## src/rtl/call_stack_pkg.sv

```systemverilog
// Shared definitions for the return-address stack.
// Full-push policy codes and modulo-depth pointer helpers.
package call_stack_pkg;

  localparam int OVF_SATURATE = 0;
  localparam int OVF_WRAP     = 1;

  // Compare-and-wrap so that non power-of-two depths work.
  function automatic int cs_inc(input int ptr, input int depth);
    return (ptr == depth - 1) ? 0 : ptr + 1;
  endfunction

  function automatic int cs_dec(input int ptr, input int depth);
    return (ptr == 0) ? depth - 1 : ptr - 1;
  endfunction

endpackage

```

## src/rtl/call_stack_mem.sv

```systemverilog
// DEPTH x WIDTH register array for the call stack.
// Ports: clk, we/waddr/wdata (sync write), raddr/rdata (async read).
module call_stack_mem #(
  parameter int WIDTH = 32,
  parameter int DEPTH = 8,
  parameter int AW    = $clog2(DEPTH)
) (
  input  logic             clk,
  input  logic             we,
  input  logic [AW-1:0]    waddr,
  input  logic [WIDTH-1:0] wdata,
  input  logic [AW-1:0]    raddr,
  output logic [WIDTH-1:0] rdata
);

  logic [WIDTH-1:0] mem [DEPTH];

  always_ff @(posedge clk) begin
    if (we) mem[waddr] <= wdata;
  end

  assign rdata = mem[raddr];

endmodule

```

## src/rtl/call_stack.sv

```systemverilog
// Parametrised return-address stack: push/pop/replace, clear, sticky flags.
// Ports: clk, rst_n, push, pop, clear, dado -> saida, count, empty, full, ovrflw, undrflw.
module call_stack
  import call_stack_pkg::*;
#(
  parameter int WIDTH    = 32,
  parameter int DEPTH    = 8,
  parameter int OVF_MODE = OVF_SATURATE
) (
  input  logic                       clk,
  input  logic                       rst_n,
  input  logic                       push,
  input  logic                       pop,
  input  logic                       clear,
  input  logic [WIDTH-1:0]           dado,
  output logic [WIDTH-1:0]           saida,
  output logic [$clog2(DEPTH+1)-1:0] count,
  output logic                       empty,
  output logic                       full,
  output logic                       ovrflw,
  output logic                       undrflw
);

  localparam int PW = $clog2(DEPTH);
  localparam int CW = $clog2(DEPTH + 1);

  logic [PW-1:0]    topQ, topD, topInc, topDec, wrAddr;
  logic [CW-1:0]    cntQ, cntD;
  logic             ovfQ, ovfD, unfQ, unfD;
  logic             wrEn, isEmpty, isFull;
  logic             opRep, opPush, opPop;
  logic [WIDTH-1:0] rdData;

  assign topInc = PW'(cs_inc(int'(topQ), DEPTH));
  assign topDec = PW'(cs_dec(int'(topQ), DEPTH));

  assign isEmpty = (cntQ == '0);
  assign isFull  = (cntQ == CW'(DEPTH));

  // Mutually exclusive operation decode; clear wins.
  // Push+pop on an empty stack falls into opPush.
  assign opRep  = !clear && push && pop && !isEmpty;
  assign opPush = !clear && push && !(pop && !isEmpty);
  assign opPop  = !clear && pop && !push;

  always_comb begin
    topD   = topQ;
    cntD   = cntQ;
    ovfD   = ovfQ;
    unfD   = unfQ;
    wrEn   = 1'b0;
    wrAddr = topQ;
    unique case (1'b1)
      clear: begin
        topD = '0;
        cntD = '0;
        ovfD = 1'b0;
        unfD = 1'b0;
      end
      opRep: begin
        wrEn   = 1'b1;
        wrAddr = topQ;
      end
      opPush: begin
        if (pop) unfD = 1'b1;
        if (!isFull) begin
          topD   = topInc;
          cntD   = cntQ + CW'(1);
          wrEn   = 1'b1;
          wrAddr = topInc;
        end else begin
          ovfD = 1'b1;
          if (OVF_MODE == OVF_WRAP) begin
            topD   = topInc;
            wrEn   = 1'b1;
            wrAddr = topInc;
          end
        end
      end
      opPop: begin
        if (isEmpty) begin
          unfD = 1'b1;
        end else begin
          topD = topDec;
          cntD = cntQ - CW'(1);
        end
      end
      default: ;
    endcase
  end

  always_ff @(posedge clk or negedge rst_n) begin
    if (!rst_n) begin
      topQ <= '0;
      cntQ <= '0;
      ovfQ <= 1'b0;
      unfQ <= 1'b0;
    end else begin
      topQ <= topD;
      cntQ <= cntD;
      ovfQ <= ovfD;
      unfQ <= unfD;
    end
  end

  call_stack_mem #(
    .WIDTH(WIDTH),
    .DEPTH(DEPTH),
    .AW   (PW)
  ) uMem (
    .clk  (clk),
    .we   (wrEn),
    .waddr(wrAddr),
    .wdata(dado),
    .raddr(topQ),
    .rdata(rdData)
  );

  assign saida   = isEmpty ? '0 : rdData;
  assign count   = cntQ;
  assign empty   = isEmpty;
  assign full    = isFull;
  assign ovrflw  = ovfQ;
  assign undrflw = unfQ;

endmodule

```

## config.mk

```make
export PLATFORM = sky130hd
export DESIGN_NAME = call_stack
export DESIGN_NICKNAME = d
export VERILOG_FILES = /design/src/rtl/call_stack_pkg.sv /design/src/rtl/call_stack_mem.sv /design/src/rtl/call_stack.sv
export SDC_FILE = /design/constraint.sdc
export NUM_CORES = 1
export LEC_CHECK = 0
export ABC_CLOCK_PERIOD_IN_PS = 5700
export BUFFER_PORTS_ARGS = -buffer_cell sky130_fd_sc_hd__buf_2
export CAP_MARGIN = 10
export CELL_PAD_IN_SITES_DETAIL_PLACEMENT = 2
export CELL_PAD_IN_SITES_GLOBAL_PLACEMENT = 2
export CORE_ASPECT_RATIO = 0.9
export CORE_MARGIN = 10
export CORE_UTILIZATION = 49
export CTS_CLUSTER_SIZE = 10
export DETAILED_ROUTE_END_ITERATION = 8
export PLACE_DENSITY = 0.92
export SLEW_MARGIN = 30
export SYNTH_ARGS = -nofsm -noshare
export SYNTH_HDL_FRONTEND = slang
export SYNTH_SLANG_ARGS = --single-unit
```

## constraint.sdc

```tcl
create_clock -name clk -period 5.7 [get_ports clk]
set_clock_uncertainty 0.2 [all_clocks]
set_input_delay 0.285 -clock clk [delete_from_list [all_inputs] [get_ports clk]]
set_output_delay 0.285 -clock clk [all_outputs]
set_load 0.05 [all_outputs]
```

==> flow_metrics.py <==
metrics = {
    "run_status": {
        "status": "finished clean",
    },
    "logic_synthesis": {
        "ys.flop_type": "edfxtp_1",
        "synth_xor_area_share_pct": 0.333,
        "yosysWarnings": 0,
        "synthSimpleGateAreaFrac_pct": 4.37,
        "synth_compound_area_share_pct": 3.81,
        "syn_inst": 550,
        "synth_top_family_by_area": "multiplexers",
        "synth_top_area_cell": "edfxtp_1",
        "seq_area_frac_synth_pct": 75.1,
        "synthAdderAreaFrac_pct": 0.713,
        "ys_ff_latch": 265,
        "ys_types": 44,
        "syn_nets": 593,
        "synth-edff-count": 256,
        "synth_top_area_share_pct": 73.0,
        "postSynth.asyncResetShare_pct": 3.40,
        "syn_area_um2": 10500,
        "synthTopCellsByArea": "edfxtp_1 73%, mux4_2 14%, nand2_1 2.4%",
        "syn_area_per_cell_um2": 19.2,
        "synthMuxAreaShare_pct": 14.0,
    },
    "power": {
        "switching_share_pct": 38.3,
        "vdd_drop_max_v": 0.000413,
        "power_density_nw_per_um2": 503,
        "combinationalPowerShare_pct": 33.1,
        "p_leak_nw": 4.28,
        "clock_power_share_pct": 27.4,
        "p_int_mw": 3.92,
        "total_power_mw": 6.36,
        "p_switching_mw": 2.44,
        "seq_power_share_pct": 39.5,
    },
    "worst_setup_path": {
        "r2r_cells": 7,
        "crit_cells": 5,
        "endpoint": "saida[15]",
        "cp_max_fo": 37,
        "required_ns": 5.22,
        "regToRegEndpoint": "uMem.mem[4][17]$_DFFE_PP_",
        "r2r_setup_slack_ns": 2.12,
        "crit_path_start_kind": "flop",
        "reg2reg_from": "topQ[1]$_DFFE_PN0P_",
        "cp_slowest_stage_delay_ns": 0.90,
        "cp_top_family": "buffers and inverters",
        "cp-startpoint": "topQ[0]$_DFFE_PN0P_",
        "worstPathCellList": "buf_4 -> mux4_2 -> nand2_1 -> a21oi_1 -> buf_2",
        "cp.arrival_ns": 3.33,
        "endpoint_kind": "primary output",
        "crit_path_top_delay_cell": "dfrtp_4",
        "crit_buf_inv": 2,
        "worstSetupPathType": "reg2out",
    },
    "sta": {
        "whs_ns": 0.0437,
        "slew_headroom_pct": 35.7,
        "period_minus_slack_ns": 3.81,
        "slew_viol_final": 0,
        "hold_viol": 0,
        "fmax_ghz": 0.262,
        "setup-violations-final": 0,
        "period_share_pct": 66.9,
        "setup-tns-final_ns": 0,
        "rsz0062_at_grt": "false",
        "worst-slew-pin-transition_ns": 0.965,
    },
    "cells_and_area": {
        "area_growth_pct": 20.1,
        "finalNetCount": 720,
        "drive_gt1_share_pct": 29.2,
        "fillCellCount": 1687,
    },
    "die": {
        "die_h_um": 159,
        "start_util_pct": 50.3,
        "fp.coreArea_um2": 21000,
        "die_w_um": 175,
        "die_area_um2": 27800,
        "pin_count": 77,
        "placementRows": 50,
    },
    "global_routing": {
        "grt-ovfl-total": 0,
        "grt_pass1_vias": 6757,
        "grt_use_total_pct": 24.0,
        "antenna_found_initial": 2,
        "grt_pass1_wl_um": 49000,
        "grt_max_degree": 40,
    },
    "worst_hold_path": {
        "hold_path.class": "in2reg",
    },
    "route": {
        "antenna_left": 0,
        "routed_wl_um": 33300,
        "route.vias.total": 5933,
        "drt-initial-drc-count": 679,
        "vias_per_cell": 6.08,
        "drcViolationCount": 0,
        "firstDrtPassIters": 5,
        "wl_per_cell_um": 34.1,
    },
    "clocking": {
        "clock_tree.root_cell": "clkbuf_16",
        "cts_tree": "yes",
        "clock_sinks": 265,
        "cts_max_level": 1,
        "clock_latency_ns": 0.57,
        "cts_made_buffers": 30,
        "cts_resized": 0,
        "path_clk_slew_ns": 0.06,
        "cts_max_path_buffers": 3,
    },
    "placed_design": {
        "portBuffers": 76,
        "routabilityCongestion": 0.765,
        "hpwlAfterDp_um": 19400,
    },
    "job": {
        "cap_violations": 0,
    },
}
[flip-flops by register name, summed over array words and instances (netlist names)]
name and cells:
topQ 3, count 4, undrflw 1, uMem.mem 256, ovrflw 1
[stage by stage]
step / setup slack, ns / util (%) / instance area [µm²] / instances
global route: 1.65 / 60.4 / 12600 / 976
floorplan: 1.98 / - / 10500 / 550
detailed placement: 2.26 / 54.6 / 11500 / 894
finish: 1.89 / 60.4 / 12600 / 976
global placement: 2.36 / 53.6 / 11200 / 885
CTS: 1.84 / 60.3 / 12600 / 974
[synth_stat cells (2+ instances only)]
cell,number
edfxtp_1,256
nand2_1,67
mux4_2,64
a21oi_1,37
clkbuf_1,19
nor2_1,19
buf_2,10
dfrtp_1,9
ha_1,6
inv_1,6
nor2b_1,5
a22o_1,4
a31oi_1,3
and3_1,3
mux2i_1,3
o21ai_0,3
a211oi_1,2
a32o_1,2
buf_6,2
clkinv_1,2
nand3_1,2
o311ai_0,2
xnor2_1,2
xor2_1,2
[worst min-delay path by stage]
stage | endpoint | slack (ns) | from | cells after the start
2_1_floorplan | count[0]$_DFFE_PN0P_ | -0.21 | rst_n | 0
3_3_place_gp | count[3]$_DFFE_PN0P_ | -0.04 | rst_n | 1
3_5_place_dp | count[3]$_DFFE_PN0P_ | -0.02 | rst_n | 1
4_1_cts | ovrflw$_DFFE_PN0P_ | 0.02 | push | 3
5_1_grt | topQ[0]$_DFFE_PN0P_ | 0.04 | push | 2
6_report | topQ[0]$_DFFE_PN0P_ | 0.04 | push | 2
[power by group through the flow]
stage               Sequential [mW]  Clock (mW)  Combinational (mW)
detailed placement             2.54           0                2.05
global placement               2.51           0                1.89
floorplan                      2.41           0                1.50
global route                   2.53        1.84                2.22
finish                         2.51        1.74                2.10
CTS                            2.51        1.72                2.09
[final cells by class]
class                      count  area, µm²  area share [%]
inverter                       8       30.0           0.237
timing repair buffer         127       1010            7.99
multi-input combinational    245       2500            19.8
clock buffer                  42        806            6.37
antenna                        2       5.00          0.0396
clock inverter                 1       16.3           0.129
sequential                   265       7920            62.6
tap                          286        358            2.83
[placed cells by master, fill, tap and decap left out, types with 4 or more instances in the layout]
master         instances
edfxtp_1             256
buf_2                 76
nand2_1               67
mux4_2                64
a21oi_1               37
dlygate4sd3_1         37
clkbuf_16             30
nor2_1                11
clkbuf_1              11
nor2_4                 8
buf_16                 7
inv_1                  6
ha_1                   6
dfrtp_1                6
nor2b_1                5
buf_4                  5
a22o_1                 4
[kinds of logic (layout without fill, tap and decap cells)]
kind of cell    Yosys count  in the layout
compound gates           62             62
xor+xnor                  4              4
fa+ha+maj                 6              6
buf+inv                  40            178
flops                   265            265
mux                      67             67
other cells               0              2
simple gates            106            106
[routing by layer]
metal	global-route usage (%)	wire (µm)	vias up
met3	4.36	1550	63
met1	29.7	13200	3196
met4	9.20	1120	0
li1	-	-	2456
met5	0	0	-
met2	41.0	17400	218
[repair_timing]
| action | in CTS | in global routing |
|---|---|---|
| endpoints found under the hold margin | 269 | 0 |
| setup buffers | 0 | 0 |
| hold buffers | 37 | 0 |
(Power assumes the default switching activity.)
